==> config.mk <==
export PLATFORM = sky130hd
export DESIGN_NAME = mac_requant_drain
export DESIGN_NICKNAME = d
export VERILOG_FILES = /design/src/rtl/mac_requant_drain.sv
export SDC_FILE = /design/constraint.sdc
export NUM_CORES = 1
export LEC_CHECK = 0
export BUFFER_PORTS_ARGS = -buffer_cell sky130_fd_sc_hd__buf_2
export CAP_MARGIN = 10
export CORE_AREA = 2 2 150 152
export DETAILED_ROUTE_END_ITERATION = 16
export DIE_AREA = 0 0 152 154
export HOLD_SLACK_MARGIN = 0.12
export SLEW_MARGIN = 20
export SYNTH_ARGS = -nofsm -noshare
export SYNTH_HDL_FRONTEND = slang
export SYNTH_SLANG_ARGS = --single-unit
==> constraint.sdc <==
create_clock -name clk -period 5 [get_ports clk]
set_input_delay 0.5 -clock clk [delete_from_list [all_inputs] [get_ports clk]]
set_output_delay 0.5 -clock clk [all_outputs]
set_load 0.01 [all_outputs]
==> src/rtl/mac_requant_drain.sv <==
// Drains a packed MAC accumulator word lane by lane and emits each lane
// requantised to a saturated signed OUT_W value. The optional MAC_REQUANT_ROUND_EN
// macro enables round-half-up before the shift. Without it, the shift truncates.
module mac_requant_drain #(
    parameter int OUT_W   = 8,
    parameter int SHAMT_W = 5
) (
    input  logic                    clk,
    input  logic                    rstn,
    input  logic                    in_valid,
    output logic                    in_ready,
    input  logic [55:0]             acc_in,
    input  logic [1:0]              mode,
    input  logic [SHAMT_W-1:0]      shamt,
    output logic                    out_valid,
    input  logic                    out_ready,
    output logic signed [OUT_W-1:0] out_data,
    output logic [1:0]              out_lane,
    output logic                    out_last,
    output logic                    sat_flag
);

    typedef enum logic [0:0] {IDLE = 1'b0, EMIT = 1'b1} state_t;

    localparam logic signed [56:0] MAX_V = (57'sd1 <<< (OUT_W - 1)) - 57'sd1;
    localparam logic signed [56:0] MIN_V = -(57'sd1 <<< (OUT_W - 1));

    state_t               state_r, state_s;
    logic [55:0]          acc_r, acc_s;
    logic [1:0]           mode_r, mode_s;
    logic [1:0]           lane_r, lane_s;
    logic [SHAMT_W-1:0]   shamt_r, shamt_s;
    logic                 accept_s, xfer_s;

    logic                 out_valid_r, out_last_r, sat_flag_r;
    logic [1:0]           out_lane_r;
    logic [OUT_W-1:0]     out_data_r;
    logic                 valid_s, last_s, sat_s;
    logic [OUT_W-1:0]     data_s;
    logic signed [56:0]   lane_val_s, bias_s, shifted_s;

    function automatic logic signed [56:0] lane_extract(input logic [55:0] acc,
                                                        input logic [1:0]  md,
                                                        input logic [1:0]  ln);
        logic [27:0] w28;
        logic [13:0] w14;
        case (md)
            2'd1: begin
                w28 = ln[0] ? acc[55:28] : acc[27:0];
                return {{29{w28[27]}}, w28};
            end
            2'd2: begin
                case (ln)
                    2'd0:    w14 = acc[13:0];
                    2'd1:    w14 = acc[27:14];
                    2'd2:    w14 = acc[41:28];
                    default: w14 = acc[55:42];
                endcase
                return {{43{w14[13]}}, w14};
            end
            default: return {acc[55], acc};
        endcase
    endfunction

    function automatic logic [1:0] last_lane(input logic [1:0] md);
        case (md)
            2'd0:    return 2'd0;
            2'd1:    return 2'd1;
            default: return 2'd3;
        endcase
    endfunction

    assign accept_s  = in_valid & in_ready;
    assign xfer_s    = out_valid_r & out_ready;
    // out_last_r is only ever set while emitting, so it also qualifies EMIT here
    assign in_ready  = (state_r == IDLE) | (out_last_r & out_ready);
    assign out_valid = out_valid_r;
    assign out_data  = out_data_r;
    assign out_lane  = out_lane_r;
    assign out_last  = out_last_r;
    assign sat_flag  = sat_flag_r;

    // State, holding registers and lane counter
    always_ff @(posedge clk or negedge rstn) begin
        if (!rstn) begin
            state_r <= IDLE;
            acc_r   <= 56'd0;
            mode_r  <= 2'd0;
            lane_r  <= 2'd0;
            shamt_r <= '0;
        end else begin
            state_r <= state_s;
            acc_r   <= acc_s;
            mode_r  <= mode_s;
            lane_r  <= lane_s;
            shamt_r <= shamt_s;
        end
    end

    // Next-state: accept a word, step through lanes, or return to idle
    always_comb begin
        state_s = state_r;
        acc_s   = acc_r;
        mode_s  = mode_r;
        lane_s  = lane_r;
        shamt_s = shamt_r;
        if (accept_s) begin
            acc_s   = acc_in;
            mode_s  = mode;
            shamt_s = shamt;
            lane_s  = 2'd0;
            state_s = (mode == 2'd3) ? IDLE : EMIT;
        end else if (xfer_s) begin
            if (out_last_r) begin
                state_s = IDLE;
            end else begin
                lane_s = lane_r + 2'd1;
            end
        end else begin
            state_s = state_r;
        end
    end

    // Output values for the lane presented next cycle, computed from next state
    always_comb begin
        lane_val_s = lane_extract(acc_s, mode_s, lane_s);
        bias_s     = 57'sd0;
`ifdef MAC_REQUANT_ROUND_EN
        if (shamt_s != '0) begin
            bias_s = 57'sd1 <<< (shamt_s - SHAMT_W'(1));
        end else begin
            bias_s = 57'sd0;
        end
`endif
        shifted_s = (lane_val_s + bias_s) >>> shamt_s;
        valid_s   = 1'b0;
        last_s    = 1'b0;
        sat_s     = 1'b0;
        data_s    = '0;
        if (state_s == EMIT) begin
            valid_s = 1'b1;
            last_s  = (lane_s == last_lane(mode_s));
            if (shifted_s > MAX_V) begin
                data_s = {1'b0, {(OUT_W-1){1'b1}}};
                sat_s  = 1'b1;
            end else if (shifted_s < MIN_V) begin
                data_s = {1'b1, {(OUT_W-1){1'b0}}};
                sat_s  = 1'b1;
            end else begin
                data_s = shifted_s[OUT_W-1:0];
            end
        end else begin
            valid_s = 1'b0;
        end
    end

    // Registered output stage; zero whenever no lane is presented
    always_ff @(posedge clk or negedge rstn) begin
        if (!rstn) begin
            out_valid_r <= 1'b0;
            out_data_r  <= '0;
            out_lane_r  <= 2'd0;
            out_last_r  <= 1'b0;
            sat_flag_r  <= 1'b0;
        end else begin
            out_valid_r <= valid_s;
            out_data_r  <= data_s;
            out_lane_r  <= valid_s ? lane_s : 2'd0;
            out_last_r  <= last_s;
            sat_flag_r  <= sat_s;
        end
    end

endmodule

Yosys cells after proc, flatten, opt, wreduce, memory -nomap -nowiden. Cells that the tools add are included.

Add/subtract/negate cells: 1. $lt $le $gt $ge: 2. Eq/ne operators: 6. Shift operators: 1. Multiplexer cells: 24. Bitwise logic cells: 5. Reductions and logical operators: 2.

Operators by type and width (count): $pmux 57 s2 (1); $gt 57x8->1 const B (1); $lt 57x8->1 const B (1); $sshr 57x5->57 (1); $mux 56 (1); $pmux 14 s3 (1); $mux 28 (1); $mux 8 (3); $mux 2 (6); $mux 1 (9); $eq 2x2->1 const B (3); $mux 5 (1); $eq 2x1->1 const B (2); $logic_not 2->1 (2); $pmux 2 s2 (1); $and 1x1->1 (3); $add 2x1->2 const B (1); $eq 2x2->1 (1); $not 1->1 (1); $or 1x1->1 (1).

Flip-flop bits (word level): 79.

Logic depth before layout (Yosys ltp). Gate-level depths: netlist of the first run.

Depth in word-level cells: 12. Gate-level depth with buffers: 26.

Worst setup path after synthesis of the first run. No wires, ideal clock.

Path type: in2reg. Start: in out_ready. End: reg out_data_r[6], in the netlist out_data[6]. Setup time: 121 ps. Arrival time: 5504 ps. Data required time: 4879 ps. Setup slack: -625 ps. Cell stages on the path: 25. Path buffers: 9. Cell sequence: buf_2 a21boi_4 inv_2 nand2_2 buf_2 buf_4 buf_4 buf_2 mux2i_1 ha_1 buf_2 inv_1 clkbuf_1 clkbuf_1 clkbuf_1 nand2_1 o21ai_0 a21oi_1 nor4_1 nand4_1 nor4_1 nand4_1 nor4_4 nor3_2 o22a_1.

Longest elaborated chain between the ends: 12. Elaborated cells on any way between the ends: 25. Those cells by class: 2 x order compare; 4 x eq/ne; 1 x shift; 13 x mux; 4 x bitwise; 1 x reduce/logical.

RTL lines: from (decl) (RTL line 16) `input logic out_ready,`; $and 1x1->1 (RTL line 76) `assign in_ready = (state_r == IDLE) | (out_last_r & out_ready);`; $or 1x1->1 (RTL line 76); $and 1x1->1 (RTL line 73) `assign accept_s = in_valid & in_ready;`; $mux 2 (RTL line 107) `if (accept_s) begin`; $eq 2x2->1, or another cell as far along (RTL line 53) `case (ln)`; $pmux 14 s3 (RTL line 53); $pmux 57 s2 (RTL line 47) `case (md)`; $sshr 57x5->57 (RTL line 135) `shifted_s = (lane_val_s + bias_s) >>> shamt_s;`; $lt 57x8->1 (RTL line 146) `end else if (shifted_s < MIN_V) begin`; $mux 8 (RTL line 146); $mux 8 (RTL line 143) `if (shifted_s > MAX_V) begin`; $mux 8 * (RTL line 140) `if (state_s == EMIT) begin`; net data_s[6] (RTL line 39) `logic [OUT_W-1:0] data_s;`; to (signal assigned) (RTL line 167) `out_data_r <= data_s;`; to (decl) (RTL line 37) `logic [OUT_W-1:0] out_data_r;`.

The timed path passes the listed nets; every way through them passes the cells marked *.

Worst setup path in the final report of the first run.
Start: reg out_last_r, in the netlist out_last. End: reg out_data_r[2], in the netlist out_data[2].

Elaborated cells on any way between the ends: 26. Those cells by class: 2 x order compare; 4 x eq/ne; 1 x shift; 15 x mux; 3 x bitwise; 1 x reduce/logical.

RTL lines: from (decl) (RTL line 35) `logic out_valid_r, out_last_r, sat_flag_r;`; from (signal assigned) (RTL line 169) `out_last_r <= last_s;`; $and 1x1->1 * (RTL line 76); $or 1x1->1 * (RTL line 76); $and 1x1->1 * (RTL line 73); $mux 56 * (RTL line 107); net acc_s[41] (RTL line 29) `logic [55:0] acc_r, acc_s;`; $pmux 14 s3 / $mux 28 (equally long branches) (RTL line 53, 49); $pmux 57 s2 * (RTL line 47); $sshr 57x5->57 * (RTL line 135); $lt 57x8->1 (RTL line 146); $mux 8 (RTL line 146); $mux 8 * (RTL line 143); $mux 8 * (RTL line 140); net data_s[2] (RTL line 39).

Marks and branches as above.

==> reports/metrics.yaml, run 1 <==
die_area_mm2: 0.0234
multiInputGateArea_mm2: 0.00712
ys_seq_elements: 78
area_delta_synth_final_pct: 19.2
netlist_area_mm2: 0.00967
nNetsFinal: 1446
fin_tns_setup_ns: 0
grtUsageTotal_pct: 36.4
worstHoldStart: "acc_in[14]"
drive_above_1_share_pct: 25.8
coreArea_mm2: 0.0217
reg2reg_from: "out_last"
firstDrtPassIters: 5
critPathRequiredTime_ns: 5.29
startpoint: "out_last"
h-tree-depth: 3
cp_max_fo: 14
clkSinkCount: 78
ff_latch_area_mm2: 0.00195
fin_worst_skew_ns: 0.0127
clk_latency_ns: 0.36
num_rows: 54
fin_crit_sh_pct: 94.7
syn_inst: 1243
rsz0062_at_grt: "no"
die_h_um: 154
wl_per_cell_um: 25.7
drc: 0
critPathArrivalTime_ns: 5.03
synth-seq-area-share_pct: 20.2
num_io_pins: 81
fmax_mhz: 211
fillers: 2131
ant_nets: 0
setup_viol: 0
cts-root-buf: "clkbuf_16"
start_kind: "register"
synth_edf_count: 0
via_count: 11099
cap_violations: 0
worst_slew_pin_slew_ns: 0.884
min_period_ns: 4.73
grt_max_degree: 64
grt-ovfl-total: 0
slew_viol_final: 0
drtIter0Drc: 1263
synth_fp_nets: 1313
antenna_cells: 0
dp_hpwl_um: 33900
synth_flop_cell: "dfrtp_1"
clock_path_buffers: 2
syn_area_per_cell_um2: 7.78
start_util_pct: 44.6
wl_um: 42700
ys_types: 87
status: "finished, final reports clean"
slew_headroom_pct: 41.1
async_flop_share_pct: 100
final_common_cell: "buf_4"
antenna_found_initial: 0
clk_pin_slew_ns: 0.08
gp_congestion: 1.03
grt_pass1_vias: 10749
worstSetupPathType: "reg -> reg"
port_buffers: 80
hold_class: "in -> reg"
hold_violations: 0
ys_warn_count: 0
grt_pass1_wl_um: 66100
cts_made_buffers: 9
die_w_um: 152
cp-end-kind: "register"
cts_tree: "built"
via_per_inst: 6.68
final_cell_mix: "buf_4 (137), nand2_1 (122), mux2i_1 (117)"
==> routing by layer <==
layer | vias up | share of wire (%) | wire length (µm) | GRT usage [%]
met3 | 107 | 8.3 | 3520 | 5.52
met1 | 5368 | 43 | 18300 | 50.5
li1 | 5001 | - | - | -
met5 | - | 0 | 0 | 0
met2 | 623 | 43 | 18500 | 55.9
met4 | 0 | 5.4 | 2320 | 17.0
==> area by class of cell <==
class	instances	area share [%]
clock buffer	9	1.95
clock inverter	7	0.695
inverter	60	1.98
multi-input combinational	1003	61.7
sequential	78	16.9
tap	280	3.04
timing repair buffer	224	13.7
==> per-stage QoR <==
step / util (%) / hold WS [ns] / setup slack (ns) / cells / area (µm²)
after floorplan: - / 0.204 / 0.0232 / 1243 / 9740
after global placement: 51.6 / 0.378 / 0.0829 / 1644 / 11200
after detailed placement: 51.6 / 0.380 / 0.0378 / 1644 / 11200
after CTS: 53.1 / 0.415 / 0.228 / 1661 / 11500
after global routing: 53.2 / 0.461 / 0.0194 / 1661 / 11500
final: 53.2 / 0.429 / 0.266 / 1661 / 11500
==> cell usage after synthesis (7+ instances only) <==
| cell type | number | area [µm²] |
|---|---|---|
| nand2_1 | 122 | 458 |
| mux2i_1 | 121 | 1210 |
| nor2_1 | 111 | 417 |
| a21oi_1 | 83 | 415 |
| o21ai_0 | 81 | 405 |
| dfrtp_1 | 78 | 1950 |
| inv_1 | 53 | 199 |
| mux2_2 | 52 | 586 |
| clkbuf_1 | 49 | 184 |
| o211ai_1 | 48 | 360 |
| nand3_1 | 35 | 175 |
| buf_2 | 34 | 170 |
| o22ai_1 | 28 | 175 |
| a211oi_1 | 24 | 180 |
| nor3_1 | 23 | 115 |
| mux4_2 | 20 | 450 |
| a31oi_1 | 16 | 100 |
| a32oi_1 | 14 | 123 |
| buf_1 | 14 | 52.6 |
| o21a_1 | 13 | 97.6 |
| and2_1 | 12 | 75.1 |
| nand2b_1 | 11 | 68.8 |
| nand4_1 | 10 | 62.6 |
| o21ai_1 | 10 | 50.1 |
| or3_1 | 10 | 62.6 |
| o221ai_1 | 9 | 78.8 |
| o31ai_1 | 8 | 60.1 |
| a221oi_1 | 7 | 61.3 |
| nor4_1 | 7 | 43.8 |
| o32ai_1 | 7 | 61.3 |
==> flip-flops by register name, indices dropped and copies added, names as in the netlist <==
name,cells
acc_r,56
out_data,8
shamt_r,5
lane_r,2
mode_r,2
out_lane,2
out_last,1
out_valid,1
sat_flag,1
==> worst paths after layout <==
kind	endpoint	slack, ns	depth (start not counted)
max	out_data[2]	0.27	17
min	acc_r[14]	0.43	3
max reg2reg	out_data[2]	0.27	17
min reg2reg	acc_r[14]	0.52	2
max in group asynchronous	shamt_r[0]	3.34	3
min in group asynchronous	acc_r[39]	0.54	2
==> logic make-up after synthesis <==
logic type,Yosys count,share of synthesized area [%]
xor gates and xnor gates,2,0.181
AOI/OAI and AO/OA,436,31.5
and+or+nand+nor,369,17.5
muxes,193,23.2
adders and majority gates,3,0.388
DFF,78,20.2
buffers and inverters,162,7.00
==> critical path, stage by stage, from the launching register on <==
cell and delay, ns:
dfrtp_1 0.41, buf_4 0.17, and3_1 0.30, buf_4 0.23, o32ai_2 0.51, a22o_1 0.32
o21ai_4 0.13, o211ai_1 0.29, buf_12 0.18, and2_1 0.18, o2111a_1 0.21, nand4b_1 0.12
nor4_1 0.34, o2111ai_1 0.18, nor4b_2 0.34, nand4_1 0.22, nor2_1 0.33, o22a_1 0.19
==> repair_timing <==
item | 4_1_cts | 5_1_grt
buffers inserted | 0 | 0
endpoints found under the hold margin | 15 | 0
setup endpoints to repair | 0 | 8
hold buffers | 1 | 0
gates resized for setup | 0 | 2
Power of run 1 is not shown: default switching activity piles up to over one toggle a cycle in this logic, so the estimate is an artifact.
==> run 2: changes to the inputs <==
CELL_PAD_IN_SITES_DETAIL_PLACEMENT = 1   (was unset)
CELL_PAD_IN_SITES_GLOBAL_PLACEMENT = 2   (was unset)
CORE_AREA = 2 2 175 177   (was 2 2 150 152)
DIE_AREA = 0 0 177 179   (was 0 0 152 154)
PLACE_DENSITY_LB_ADDON = 0.1   (was unset)
==> run 2 against run 1 <==
Compared with the run above:
- critical path depth rose by 3
- final cell count rose by 9.6%
- die area rose by 35%
- setup slack got worse by 0.049 ns
- core utilization fell by 13 points
- routed wire length rose by 16%
- final area rose by 5.0%
- via count fell by 1.4%
==> reports/metrics.yaml, run 2 (synthesis results as in run 1) <==
grtUsageTotal_pct: 31.7
critical_path.max_stage_delay_ns: 0.88
min_period_ns: 4.78
grt_pass1_wl_um: 73900
gp_congestion: 0.922
h-tree-depth: 3
cts-root-buf: "clkbuf_16"
dp_hpwl_um: 39800
die_h_um: 179
cap_violations: 0
fin_worst_skew_ns: 0.0124
worstSetupPathType: "reg -> reg"
post-place-cells: 1802
post_cts_buffers: 0
start_kind: "register"
cp-end-kind: "register"
slew_headroom_pct: 29.3
place_area_mm2: 0.0117
cts_made_buffers: 9
grt_pass1_vias: 11365
die_w_um: 177
die_area_mm2: 0.0317
hold_violations: 0
num_io_pins: 81
clk_latency_ns: 0.37
crit_top_cell: "o21ai_2"
status: "finished, final reports clean"
slew_viol_final: 0
setup_viol: 0
wl_um: 49500
drtIter0Drc: 861
worst_slew_pin_slew_ns: 1.06
clkSinkCount: 78
port_buffers: 80
crit_buf_inv: 3
clk_pin_slew_ns: 0.07
ant_nets: 0
start_util_pct: 32.2
cp_cell_sequence: "a21boi_4 > inv_4 > nand2_8 > mux2i_4 > inv_1 > ha_1 > o31a_1 > a22o_1 > o21ai_4 > o21ai_2 > buf_4 > o21ai_0 > o21ai_2 > a2111oi_0 > a211oi_2 > o22ai_1 > nand4_1 > nor4_4 > nor3_2 > o22a_1"
via_per_inst: 6.01
wl_per_cell_um: 27.2
final_cells: 1820
via_count: 10944
hold_class: "in -> reg"
antenna_found_initial: 0
final_cell_mix: "buf_4 (175), nand2_1 (122), mux2i_1 (115)"
fin_crit_sh_pct: 95.6
area_delta_synth_final_pct: 25.2
fin_area_mm2: 0.0121
grt_max_degree: 53
largest_register_ffs: 56
critPathArrivalTime_ns: 5.03
nNetsFinal: 1488
rsz0062_at_grt: "no"
cts_tree: "built"
final_common_cell: "buf_4"
firstDrtPassIters: 5
critPathRequiredTime_ns: 5.25
drc: 0
num_rows: 64
slowest_stage: "a2111oi_0"
drive_above_1_share_pct: 28.7
regMostFlops: "acc_r"
cp_max_fo: 8
grt-ovfl-total: 0
fmax_mhz: 209
cp_top_family: "compound AO/OA/AOI/OAI gates"
coreArea_mm2: 0.0300
clock_path_buffers: 2
## run 2: tightest hold or removal path, delay by kind of cell
kind / cells / cell delay, ns
buf+inv: 2 / 0.15
mux: 1 / 0.11
## run 2: metal layers
| metal | GRT usage (%) | vias to the layer above | routed length [µm] |
|---|---|---|---|
| met5 | 0 | - | 0 |
| met4 | 12.5 | 0 | 1930 |
| met3 | 5.09 | 78 | 2250 |
| met2 | 51.9 | 280 | 23000 |
| met1 | 41.7 | 5511 | 22300 |
| li1 | - | 5075 | - |
## run 2: what timing repair did
item                                    in CTS  in global routing
hold buffers                                 1                  0
endpoints found under the setup margin       0                  8
resized for setup                            0                 25
hold endpoints to repair                    29                  0
## run 2: path summary, 6_finish.rpt
path | start | to | slack, ns | cells past startpoint
max | out_last | out_data[6] | 0.22 | 20
min | acc_in[5] | acc_r[5] | 0.43 | 3
max reg2reg | out_last | out_data[6] | 0.22 | 20
min reg2reg | acc_r[3] | acc_r[3] | 0.54 | 2
max in group asynchronous | rstn | shamt_r[0] | 3.31 | 3
min in group asynchronous | rstn | acc_r[12] | 0.64 | 2
## run 2: area by class of cell
type | instances | area, µm²
sequential | 78 | 1950
multi-input combinational | 1003 | 7190
timing repair buffer | 266 | 1930
antenna | 1 | 2.50
tap | 396 | 495
clock buffer | 10 | 239
clock inverter | 6 | 70.1
inverter | 60 | 228
fill | 3681 | 17900
## run 2: stage by stage
stage	util (%)	hold slack [ns]	setup TNS [ns]	worst slack, ns
final	40.3	0.432	0	0.218
after global routing	40.3	0.452	0	0.00660
after CTS	40.0	0.418	0	0.0191
after detailed placement	39.0	0.498	-0.923	-0.184
after global placement	39.0	0.494	-0.170	-0.0673
after floorplan	-	0.204	0	0.0232
Power of run 2 is left out for the same reason.
==> run 3: changes to the inputs <==
ABC_AREA = 1   (was unset)
CORE_AREA = 2 2 182 184   (was 2 2 175 177)
DIE_AREA = 0 0 184 186   (was 0 0 177 179)
==> run 3 against run 2 <==
Compared with the run above:
- clock skew decreased by 0.0011 ns
- count of clock-buffer cells in the layout did not move
- non-clock buffer count is 158 lower
- via count fell by 3.7%
- routed wire length down 17%
- final area decreased by 18%
- synthesized cell count up 30%
- global-route usage fell by 6.7 points
- core utilization is 9.6 points lower
==> reports/metrics.yaml, run 3 <==
status: "finished, final reports clean"
synth_fp_nets: 1682
nNetsFinal: 1696
num_rows: 66
drtIter0Drc: 802
grt-ovfl-total: 0
die_area_mm2: 0.0342
antenna_found_initial: 0
grt_max_degree: 57
fmax_mhz: 221
area_delta_synth_final_pct: 11.3
die_h_um: 186
drc: 0
fin_tns_setup_ns: 0
critPathArrivalTime_ns: 4.74
wl_um: 41000
hold_class: "in -> reg"
ant_nets: 0
final_common_cell: "nand3_1"
gp_congestion: 0.877
setup_viol: 0
via_per_inst: 5.17
cp_max_fo: 34
slew_viol_final: 0
cts-root-buf: "clkbuf_16"
grt_pass1_vias: 10725
dp_hpwl_um: 32300
hold_violations: 0
synth_flop_cell: "dfrtp_1"
h-tree-depth: 3
clk_pin_slew_ns: 0.07
wl_per_cell_um: 20.1
synth-seq-area-share_pct: 22.0
cts_tree: "built"
synth_edf_count: 0
synthTopCellsByArea: "nand3_1 (30%), dfrtp_1 (22%), nand2_1 (22%)"
worstSetupPathType: "reg -> reg"
firstDrtPassIters: 5
ys_seq_elements: 78
start_kind: "register"
cts_made_buffers: 9
syn_inst: 1612
clk_latency_ns: 0.37
clock_path_buffers: 2
drive_above_1_share_pct: 10.5
netlist_top_cells_count: "nand3_1 (537), nand2_1 (511), inv_1 (164)"
synth_top_area_share_pct: 30.3
port_buffers: 80
critPathRequiredTime_ns: 5.22
coreArea_mm2: 0.0322
fin_crit_sh_pct: 90.3
slew_headroom_pct: 31.4
die_w_um: 184
async_flop_share_pct: 100
syn_area_per_cell_um2: 5.51
clkSinkCount: 78
antenna_cells: 0
final_cell_mix: "nand3_1 (537), nand2_1 (511), inv_1 (163)"
worst_slew_pin_slew_ns: 1.02
fin_worst_skew_ns: 0.0114
cp-end-kind: "register"
cap_violations: 0
rsz0062_at_grt: "no"
netlist_area_mm2: 0.00888
regMostFlops: "acc_r"
ys_types: 28
grt_pass1_wl_um: 64200
post-synth-top-count-cell: "nand3_1"
ys_warn_count: 0
synth_area_leader_cell: "nand3_1"
via_count: 10538
grtUsageTotal_pct: 25.0
largest_register_ffs: 56
num_io_pins: 81
start_util_pct: 27.6
min_period_ns: 4.52
## run 3: cells by family after synthesis
kind of cell	after synthesis	share of synthesized area (%)
AND/OR/NAND/NOR	1208	61.5
adder cells (fa/ha/maj)	3	0.423
flip-flops	78	22.0
AO/OA/AOI/OAI	44	2.97
buffers and inverters	278	13.0
XOR/XNOR	1	0.0987
## run 3: layer usage
metal / part of all wire [%] / wire length, µm / up-vias / track usage, %
met4: 2.0 / 829 / 0 / 6.37
met1: 50 / 20500 / 5062 / 35.3
met2: 44 / 18100 / 207 / 39.8
met3: 3.8 / 1580 / 37 / 3.60
met5: 0 / 0 / - / 0
li1: - / - / 5232 / -
## run 3: path summary, 6_finish.rpt
| check | from | to | slack (ns) | cells after the start |
|---|---|---|---|---|
| worst min register to register | acc_r[28] | acc_r[28] | 0.49 | 2 |
| worst max-delay path | out_last | out_data[2] | 0.48 | 24 |
| worst max register to register | out_last | out_data[2] | 0.48 | 24 |
| max in group asynchronous | rstn | acc_r[14] | 3.41 | 3 |
| worst min-delay path | acc_in[28] | acc_r[28] | 0.41 | 3 |
| min in group asynchronous | rstn | acc_r[12] | 0.62 | 2 |
## run 3: what timing repair did
action                                  CTS  global route
hold endpoints to repair                 34             0
endpoints found under the setup margin    0             8
gates resized for setup                   0             3
buffers inserted                          0             1
hold buffers                              1             0
## run 3: final cells by class
cell class	instances	area (µm²)
Sequential cell	78	1950
Inverter	172	649
Timing Repair Buffer	108	628
Fill cell	4332	22300
Tap cell	408	510
Multi-Input combinational cell	1257	5840
Clock buffer	10	229
Clock inverter	6	70.1
## run 3: through the flow
stage          hold WS (ns)  utilization, %  instance area [µm²]  std cells  setup slack [ns]
2_1_floorplan         0.204               -                 8880       1612              1.20
3_3_place_gp          0.456            29.6                 9540       2020             0.223
3_5_place_dp          0.466            29.6                 9540       2020             0.163
4_1_cts               0.396            30.6                 9850       2037             0.290
5_1_grt               0.413            30.7                 9880       2039            0.0925
6_report              0.406            30.7                 9880       2039             0.483
## run 3: worst max-delay path, stage by stage, from the launching register on
cell and delay (ns):
dfrtp_1 0.43, nand2_1 0.13, nand2_4 0.07, nand2_4 0.23, buf_12 0.24, nand3_4 0.16
nor2_4 0.37, nand2_1 0.16, nand3_4 0.30, nand2_8 0.15, buf_4 0.25, nand3_1 0.14
nand3_1 0.13, nand3_1 0.17, nand3_1 0.12, nand2_1 0.09, nand2_1 0.17, a21oi_1 0.34
nand2_1 0.09, nor2_1 0.10, nand2_1 0.07, nor2_1 0.08, nand2_1 0.11, nand3_4 0.18
a21oi_2 0.08
Power of run 3 is left out for the same reason.
